$ cat src/rtl/rr_select_arbiter.sv
// Four-channel round-robin arbiter driving the {s0,s1} select pair of a 2-to-4 decoder.
// Grants are held until done, request drop, or the hold limit while another channel waits.
module rr_select_arbiter #(
    parameter int HOLD_MAX = 8
) (
    input  logic       clk,
    input  logic       rst,
    input  logic [3:0] req,
    input  logic       done,
    output logic       s0,
    output logic       s1,
    output logic       gnt_valid,
    output logic       expire
);

    typedef enum logic [1:0] {
        ST_IDLE    = 2'd0,
        ST_GRANT   = 2'd1,
        ST_RELEASE = 2'd2
    } state_t;

    localparam logic [7:0] HOLD_LIM = 8'(HOLD_MAX);

    state_t     state_q, state_d;
    logic [1:0] ptr_q, ptr_d;
    logic [7:0] hcnt_q, hcnt_d;
    logic       s0_q, s0_d;
    logic       s1_q, s1_d;
    logic       gnt_valid_q, gnt_valid_d;
    logic       expire_q, expire_d;

    logic [2:0] win_s;
    logic       owner_req_s;
    logic       other_req_s;

    // Returns {found, index}; scanning backwards lets the highest-priority hit (ptr+1) win.
    function automatic logic [2:0] pick_winner(input logic [3:0] r, input logic [1:0] p);
        logic [2:0] res;
        logic [1:0] idx;
        res = 3'b000;
        for (int k = 4; k >= 1; k--) begin
            idx = p + k[1:0];
            if (r[idx]) begin
                res = {1'b1, idx};
            end
        end
        return res;
    endfunction

    // Arbitration helpers derived from the current owner pointer.
    always_comb begin
        win_s       = pick_winner(req, ptr_q);
        owner_req_s = req[ptr_q];
        other_req_s = |(req & ~(4'b0001 << ptr_q));
    end

    // Next-state and output computation.
    always_comb begin
        state_d     = state_q;
        ptr_d       = ptr_q;
        hcnt_d      = hcnt_q;
        s0_d        = s0_q;
        s1_d        = s1_q;
        gnt_valid_d = gnt_valid_q;
        expire_d    = 1'b0;
        case (state_q)
            ST_IDLE: begin
                if (win_s[2]) begin
                    s0_d        = win_s[1];
                    s1_d        = win_s[0];
                    ptr_d       = win_s[1:0];
                    hcnt_d      = 8'd1;
                    gnt_valid_d = 1'b1;
                    state_d     = ST_GRANT;
                end else begin
                    gnt_valid_d = 1'b0;
                    state_d     = ST_IDLE;
                end
            end
            ST_GRANT: begin
                if (done) begin
                    gnt_valid_d = 1'b0;
                    state_d     = ST_RELEASE;
                end else if (!owner_req_s) begin
                    gnt_valid_d = 1'b0;
                    state_d     = ST_RELEASE;
                end else if ((hcnt_q >= HOLD_LIM) && other_req_s) begin
                    gnt_valid_d = 1'b0;
                    expire_d    = 1'b1;
                    state_d     = ST_RELEASE;
                end else begin
                    // Saturate so an uncontested grant can be held forever.
                    hcnt_d      = (hcnt_q == 8'hFF) ? hcnt_q : hcnt_q + 8'd1;
                    gnt_valid_d = 1'b1;
                    state_d     = ST_GRANT;
                end
            end
            ST_RELEASE: begin
                gnt_valid_d = 1'b0;
                state_d     = ST_IDLE;
            end
            default: begin
                gnt_valid_d = 1'b0;
                state_d     = ST_IDLE;
            end
        endcase
    end

    // State and output registers with synchronous reset.
    always_ff @(posedge clk) begin
        if (rst) begin
            state_q     <= ST_IDLE;
            ptr_q       <= 2'd3;
            hcnt_q      <= 8'd0;
            s0_q        <= 1'b0;
            s1_q        <= 1'b0;
            gnt_valid_q <= 1'b0;
            expire_q    <= 1'b0;
        end else begin
            state_q     <= state_d;
            ptr_q       <= ptr_d;
            hcnt_q      <= hcnt_d;
            s0_q        <= s0_d;
            s1_q        <= s1_d;
            gnt_valid_q <= gnt_valid_d;
            expire_q    <= expire_d;
        end
    end

    assign s0        = s0_q;
    assign s1        = s1_q;
    assign gnt_valid = gnt_valid_q;
    assign expire    = expire_q;

endmodule

$ cat config.mk
export PLATFORM = sky130hd
export DESIGN_NAME = rr_select_arbiter
export DESIGN_NICKNAME = d
export VERILOG_FILES = /design/src/rtl/rr_select_arbiter.sv
export SDC_FILE = /design/constraint.sdc
export NUM_CORES = 1
export LEC_CHECK = 0
export ABC_AREA = 1
export CORE_MARGIN = 2
export CORE_UTILIZATION = 40
export DETAILED_ROUTE_END_ITERATION = 7
export PLACE_DENSITY_LB_ADDON = 0.15
export SYNTH_ARGS = -nofsm -noshare
export SYNTH_HDL_FRONTEND = slang
export SYNTH_SLANG_ARGS = --single-unit
$ cat constraint.sdc
create_clock -name clk -period 1.71 [get_ports clk]
set_clock_uncertainty 0.1 [all_clocks]
set_input_delay 0.513 -clock clk [delete_from_list [all_inputs] [get_ports clk]]
set_output_delay 0.513 -clock clk [all_outputs]
set_load 0.1 [all_outputs]
---- Word-level counts from Yosys, hierarchy flattened ----
Index checks and enable logic that the tools add are counted.
word-level totals
  bits in registers ....................... 16
  bits of input ports ..................... 7
  output and inout port bits .............. 4
  word-level logic and storage cells ...... 64
cells by class
  add/subtract/negate cells ............... 4
  magnitude comparators ................... 5
  eq/ne operators ......................... 7
  shifts and indexed selects .............. 1
  multiplexer cells ....................... 29
  bitwise operators ....................... 4
  reduce and logical (&&, ||, !) cells .... 7
operator list
  operator                                                                              count
  8-bit 2-to-1 mux                                                                      5
  8-bit one-hot mux with 2 select lines                                                 1
  2-bit by 3-bit < comparator with 1-bit output (second input constant)                 4
  3-bit 2-to-1 mux                                                                      4
  1-bit 2-to-1 mux                                                                      10
  2-bit != test (second input constant)                                                 5
  8-bit by 1-bit adder with 8-bit output (second input constant)                        1
  1-bit binary-select mux with 2-bit select                                             4
  8-bit == test (second input constant)                                                 1
  8-bit by 4-bit greater-or-equal comparator with 1-bit output (second input constant)  1
  4-bit OR reduction                                                                    2
  2-bit 2-to-1 mux                                                                      3
  6-bit AND reduction                                                                   1
  2-bit adder (second input constant)                                                   2
  4-bit bitwise AND                                                                     1
  4-bit inverter                                                                        1
  2-bit one-hot mux with 2 select lines                                                 1
  1-bit by 2-bit << shifter with 4-bit output (first input constant)                    1
  2-bit by 1-bit adder with 2-bit output (second input constant)                        1
  2-bit by 1-bit == test with 1-bit output (second input constant)                      1
  2-bit logical NOT                                                                     1
  1-bit inverter                                                                        2
  1-bit one-hot mux with 2 select lines                                                 1
  2-bit AND reduction                                                                   1
  other kinds (2)                                                                       2

---- Logic depth before layout (Yosys ltp) ----
Gate-level depths: netlist of the first run.
  depth in word-level cells ............... 9
  mapped depth ............................ 12
  gate-level depth less buffers ........... 12

---- Worst setup path before layout of the first run ----
Ideal clock, no wire load.
  path kind ............................... flip-flop to flip-flop
  start point ............................. register state_q[0]
  end point ............................... register hcnt_q[3]
  setup time .............................. 0.072 ns
  arrival time ............................ 2.034 ns
  data required time ...................... 1.538 ns
  path slack .............................. -0.496 ns
  stages on the path, launching flop included .. 7
  buffers on the path ..................... 0
  period minus slack after synthesis ...... 2.206 ns
  cell sequence ........................... dfxtp_1 -> inv_1 -> nor2_2 -> inv_1 -> nor3b_1 -> nand4_1 -> a21oi_1
on the way
  longest elaborated chain between the ends .. 3
  elaborated cells between the ends (all ways) .. 10
  those cells by class .................... eq/ne (6); mux (1); reduce/logical (3)
RTL lines
  element                                                                        line  text
  start, declared                                                                24    state_t state_q, state_d;
  start signal, assigned                                                         120   state_q <= state_d;
  2-bit by 1-bit == test with 1-bit output or 2-bit logical NOT (tied branches)  66    case (state_q)
  2-bit != test (no line) or 2-bit nonzero test (tied branches)                  n/a
  6-bit AND reduction (no line)                                                  n/a
  end signal, assigned                                                           122   hcnt_q <= hcnt_d;
  end, declared                                                                  26    logic [7:0] hcnt_q, hcnt_d;
Several ways; a longest one is shown, not always the timed one.
A chain may end at the register's enable or synchronous reset.

---- Worst setup path in the final report of the first run ----
  start point ............................. register ptr_q[0]
  end point ............................... register hcnt_q[7]
on the way
  longest elaborated chain between the ends .. 8
  elaborated cells between the ends (all ways) .. 24
  those cells by class .................... add/sub (3); eq/ne (3); shift (1); mux (12); bitwise (2); reduce/logical (3)
RTL lines
  element                                                                        line        text
  start, declared                                                                25          logic [1:0] ptr_q, ptr_d;
  start signal, assigned                                                         121         ptr_q <= ptr_d;
  2-bit adder or 1-bit binary-select mux with 2-bit select (tied branches)       42, 43, 53
  1-bit binary-select mux with 2-bit select or 1-bit 2-to-1 mux (tied branches)  43, 53
  1-bit 2-to-1 mux (not written as such) or 3-bit 2-to-1 mux (tied branches)     43          if (r[idx]) begin
  3-bit 2-to-1 mux (3 in a row)                                                  43
  2-bit != test (no line)                                                        n/a
  6-bit AND reduction (no line) *                                                n/a
Every way passes the cells marked *; elsewhere a longest branch is shown, timed or not. The select of a mux whose other input is x is not followed.

==> results of run 1 <==
what timing repair did:
| action | CTS | global route |
|---|---|---|
| gates resized for setup | 18 | 31 |
| pin swaps | 7 | 12 |
| endpoints found under the hold margin | 0 | 0 |
| endpoints found under the setup margin | 13 | 14 |
| buffers inserted | 2 | 4 |
| gates cloned | 1 | 1 |
| hold buffers | 0 | 0 |
worst register-to-register path, cell delays in order, from the launching register on:
cell and delay (ns):
dfxtp_4 0.41, inv_4 0.06, ha_4 0.30, inv_4 0.05, nand3_4 0.10, nand2_4 0.07, nor2_4 0.16, nand3_4 0.14
nand3_4 0.12, nand2_1 0.06, a21oi_1 0.15
metal layers:
| metal | vias to the layer above | GRT usage, % | part of all wire, % |
|---|---|---|---|
| li1 | 626 | - | - |
| met2 | 26 | 28.9 | 49 |
| met5 | - | 0 | 0 |
| met3 | 6 | 2.23 | 4.3 |
| met1 | 594 | 26.9 | 45 |
| met4 | 0 | 4.98 | 1.4 |
worst paths after layout:
check | startpoint | to | slack [ns] | cells after the start
worst max register to register | ptr_q[0] | hcnt_q[7] | -0.07 | 10
worst min-delay path | s1 | s1 | 0.43 | 2
worst max-delay path | ptr_q[0] | hcnt_q[7] | -0.07 | 10
worst min register to register | s1 | s1 | 0.43 | 2
power by group:
part	switching, mW	internal [mW]	leakage [nW]
Clock	0.126	0.0870	0.0177
Sequential	0.0959	0.430	0.123
Combinational	1.18	0.854	0.589
layout by cell type (no fill, tap or decap), types with 2 or more instances in the layout:
cell / instances
inv_4: 3
ha_1: 2
dlygate4sd2_1: 4
nand3_1: 6
nand3_2: 10
nand4_1: 12
ha_4: 4
nor3b_1: 2
nor2_2: 6
nor2_1: 10
a21oi_1: 2
buf_4: 23
dfxtp_1: 12
clkbuf_4: 3
nand3_4: 6
nor2_4: 3
dfxtp_4: 3
o211ai_1: 2
nand2_2: 17
inv_2: 3
nand2_1: 29
a21oi_2: 7
buf_12: 4
clkdlybuf4s50_1: 2
nand2_4: 2
inv_1: 17
state kept, by name, summed over array words and instances, names as in the netlist:
signal and cells:
expire 1, s0 1, state_q 2, s1 1
ptr_q 2, hcnt_q 8
logic make-up (layout without fill, tap and decap cells):
| group | after synthesis | in the layout | synth area share (%) |
|---|---|---|---|
| XOR/XNOR | 1 | 1 | 0.759 |
| AO/OA/AOI/OAI | 15 | 15 | 8.67 |
| flip-flops | 15 | 15 | 26.0 |
| adder cells (fa/ha/maj) | 6 | 6 | 6.50 |
| buffers and inverters | 24 | 61 | 7.80 |
| AND/OR/NAND/NOR | 102 | 104 | 50.3 |
final cells by class:
type	instances	share of cell area (%)
Clock inverter	1	0.289
Sequential cell	15	18.0
Timing Repair Buffer	34	18.4
Multi-Input combinational cell	126	54.3
Inverter	23	5.42
Clock buffer	3	1.30
Tap cell	31	2.24
stage by stage:
step                      area [um^2]  power (mW)  hold slack, ns  worst slack, ns  cells
after floorplan                  1180        1.59           0.376           0.0257    163
after global placement           1490        2.06           0.407           -0.433    221
after detailed placement         1490        2.08           0.409           -0.464    221
after CTS                        1570        2.44           0.424       -0.0000346    228
after global routing             1730        2.96           0.445           -0.149    233
final                            1730        2.77           0.426          -0.0656    233
==> results.cfg, run 1 <==
[synth]
synth.yosys.warnings = 0
dominantRegCellSynth = dfxtp_1
synth_seq_cells = 15
synth.top_cell.area_share_pct = 26.0
synth.most_common_cell = nand2_1
async_reset_ff_share_pct = 0
ys_seq_area_share_pct = 26.0
netlist_area_um2 = 1150
syn_nets = 176
synth.top_cells.by_count = 39 x nand2_1, 22 x inv_1, 15 x dfxtp_1
synth_area_leader_cell = dfxtp_1
postSynthAreaPerCell_um2 = 7.09
synthTopCellsByArea = dfxtp_1 26%, nand2_1 13%, inv_1 7.2%
netlist_instances = 163
synth_edf_count = 0
ys_types = 23

[global_routing]
grt_max_degree = 11
antenna_found_initial = 0
grtUsageTotal_pct = 18.5
grt_pass1_wl_um = 4890
grt-ovfl-total = 0
grt_pass1_vias = 1094

[clocking]
cts_buffers = 3
clock_latency_ns = 0.29
cts-htree-levels = 1
clockBufferDepth = 2
cts_sinks = 15
clk_pin_slew_ns = 0.10
cts_tree = built
cts_root_buf = clkbuf_4

[finish]
syn_to_final_growth_pct = 49.9
seq_area_um2 = 312
drive_above_1_share_pct = 48.5
antenna_cells = 0
finish.utilization_pct = 62.8
multi_input_area_um2 = 941
finalNetCount = 216
fill_cells = 225

[die]
die_x_um = 57.7
start_util_pct = 41.9
chipHeight_um = 57.7
num_rows = 19
dieArea_um2 = 3330
coreArea_um2 = 2760
io_pins = 11

[sta]
final_hold_viol_count = 0
maxSlewHeadroom_pct = 80.7
setup_tns_ns = -0.454
post-route-min-period_ns = 1.78
tightest_slew_ns = 0.289
fin_crit_sh_pct = 104
timing.fmax_ghz = 0.563
finalSetupViolCount = 12
fin_ws_ns = -0.0656
slew_violations = 0
grt_setup_unrepaired = yes

[setup_path]
crit_chain = inv_4 -> ha_4 -> inv_4 -> nand3_4 -> nand2_4 -> nor2_4 -> nand3_4 -> nand3_4 -> nand2_1 -> a21oi_1
cp_top_family = simple AND/OR/NAND/NOR gates
crit_type = reg2reg
critPathBufInv = 2
cp_max_fo = 5
slowest_delay_ns = 0.41
critPathMostFrequentCell = nand3_4
required_ns = 1.83
cp.arrival_ns = 1.90
slowest_stage = dfxtp_4
endpoint_kind = register
start_kind = register

[run]
drv_cap = 0

[pwr]
power.leakage_nw = 0.730
ir_drop_mv = 1.35
power_density_nw_per_um2 = 1600

[outcome]
violations = setup timing
outcome = finished, violations left

[routing]
vias = 1252
remaining_drc_errors = 0
via_per_inst = 5.37
wl_per_cell_um = 13.3
detail-route-antenna-nets = 0
drtIter0Drc = 44
first_pass_iters = 4
drt-total-wl_um = 3090

[placement]
portBuffers = 10
gp_congestion = 0.876
dpl.hpwl_um = 2100

[worst_hold_path]
worstHoldPathType = reg2reg
(Power assumes the default switching activity.)
==> inputs of run 2 (changes only) <==
GPL_ROUTABILITY_DRIVEN = 0   (was unset)
SLEW_MARGIN = 5   (was unset)
==> results of run 2 <==
Same layout as run 1: the final DEF is identical, and so are final timing and power.
==> inputs of run 3 (changes only) <==
--- a/config.mk
+++ b/config.mk
@@ -8,2 +8,3 @@
 export ABC_AREA = 1
+export ABC_CLOCK_PERIOD_IN_PS = 1710
 export CORE_MARGIN = 2
--- a/constraint.sdc
+++ b/constraint.sdc
@@ -4,2 +4,2 @@
 set_output_delay 0.513 -clock clk [all_outputs]
-set_load 0.1 [all_outputs]
+set_load 0.005 [all_outputs]
==> run 3 against run 2 <==
  * The run now ends clean
  * First-iteration DRC count increased by 4.5%
  * Non-clock buffer count decreased by 1
  * Power decreased by 17%
  * Die area unchanged
  * Clock power decreased by 3%
  * Register-to-register slack improved by 0.08 ns
  * Flip-flop and latch count unchanged
  * Clock-buffer cell count unchanged
  * Worst hold slack got worse by 0.049 ns
  * Sequential power decreased by 11%
  * Routed wire length decreased by 6.6%
  * Critical path type unchanged
  * Largest power group unchanged
==> results.cfg, run 3 (same netlist as run 1, synthesis figures left out) <==
[outcome]
outcome = finished, final reports clean

[pwr]
ir_drop_mv = 0.891
power_density_nw_per_um2 = 1450
power.leakage_nw = 0.707

[sta]
maxSlewHeadroom_pct = 79.0
fin_crit_sh_pct = 99.4
final_hold_viol_count = 0
grt_setup_unrepaired = yes
tightest_slew_ns = 0.315
post-route-min-period_ns = 1.70
timing.fmax_ghz = 0.589
finalSetupViolCount = 0
slew_violations = 0

[clocking]
hold_buffers = 0
cts_tree = built
cts_root_buf = clkbuf_4
clockBufferDepth = 2
cts_sinks = 15
clock_latency_ns = 0.29
cts-htree-levels = 1
cts_buffers = 3
clk_pin_slew_ns = 0.09

[finish]
fill_cells = 245
finish.utilization_pct = 57.4
drive_above_1_share_pct = 39.8
reg_top3 = hcnt_q: 8 flops, ptr_q: 2 flops, state_q: 2 flops
antenna_cells = 0
syn_to_final_growth_pct = 37.2
final_common_cell = nand2_1
stdcell_count = 232
finalNetCount = 215
largest_register_ffs = 8
most-common-layout-cells = 35 x nand2_1, 23 x buf_4, 18 x inv_1
regMostFlops = hcnt_q

[die]
dieArea_um2 = 3330
coreArea_um2 = 2760
start_util_pct = 41.9
die_x_um = 57.7
chipHeight_um = 57.7
num_rows = 19
io_pins = 11

[worst_hold_path]
worstHoldPathType = reg2reg

[routing]
remaining_drc_errors = 0
drtIter0Drc = 46
drt-total-wl_um = 2890
detail-route-antenna-nets = 0
first_pass_iters = 4
wl_per_cell_um = 12.4
vias = 1201
via_per_inst = 5.18

[run]
drv_cap = 0

[setup_path]
required_ns = 1.83
cp_max_fo = 9
critPathMostFrequentCell = nand2_1
crit_type = reg2reg
endpoint_kind = register
slowest_stage = dfxtp_1
slowest_delay_ns = 0.38
crit_chain = ha_4 -> nand2_1 -> nor2_1 -> nand2_1 -> nor2_2 -> nor2_2 -> buf_4 -> nand3_4 -> nand2_1 -> a21oi_2
cp.arrival_ns = 1.82
start_kind = register

[global_routing]
grt-ovfl-total = 0
antenna_found_initial = 0
grt_max_degree = 11
grt_pass1_wl_um = 4850
grt_pass1_vias = 1097
grtUsageTotal_pct = 18.5

[placement]
dpl.hpwl_um = 2190
portBuffers = 10
dp.cells = 223
-- run 3: cell count changes in the layout (fill, tap and decap cells not counted), sizes merged --
cell / before / now
buf: 28 / 23
dlygate4sd2: 4 / 8
-- run 3: repair_timing --
item | 4_1_cts | 5_1_grt
cloned | 2 | 0
setup endpoints to repair | 17 | 13
pin swaps | 8 | 5
setup buffers | 3 | 1
gates resized for setup | 22 | 7
-- run 3: power by group --
part           total (mW)  internal (mW)  switching [mW]
Combinational        1.62          0.691           0.924
Sequential          0.469          0.422          0.0477
Clock               0.207         0.0870           0.120
Total                2.29           1.20            1.09
-- run 3: path summary, 6_finish.rpt --
kind | from | endpoint | slack, ns | cells after the start
max | hcnt_q[0] | hcnt_q[1] | 0.01 | 10
min | s1 | s1 | 0.38 | 2
max reg2reg | hcnt_q[0] | hcnt_q[1] | 0.01 | 10
min reg2reg | s1 | s1 | 0.38 | 2
-- run 3: routing by layer --
metal  up-vias  GRT usage [%]  wire (um)
met5         -              0          0
met4         0           6.64         30
met3         4           2.90        177
met2        40           27.4       1290
met1       536           27.0       1390
li1        621              -          -
-- run 3: critical path, delay by kind of cell (launching register included) --
family                     cells  cell delay, ns
AOI/OAI and AO/OA              1            0.12
adders and majority gates      1            0.16
buffers and inverters          1            0.18
DFF                            1            0.38
and+or+nand+nor                7            0.70
-- run 3: through the flow --
stage	cell area, um^2	setup TNS, ns	power, mW	setup WS [ns]	hold slack (ns)
3_3_place_gp	1460	-5.66	1.86	-0.456	0.369
5_1_grt	1580	-1.16	2.47	-0.126	0.386
4_1_cts	1550	0	2.24	0.00611	0.384
2_1_floorplan	1170	0	1.42	0.0184	0.372
3_5_place_dp	1460	-5.88	1.88	-0.450	0.370
6_report	1580	0	2.29	0.0108	0.377
-- run 3: cell type report --
class	count	area (um^2)	area share, %
Clock inverter	1	5.00	0.316
Inverter	23	86.3	5.45
Clock buffer	3	22.5	1.42
Multi-Input combinational cell	126	861	54.3
Timing Repair Buffer	33	263	16.6
Sequential cell	15	308	19.4
Tap cell	31	38.8	2.45
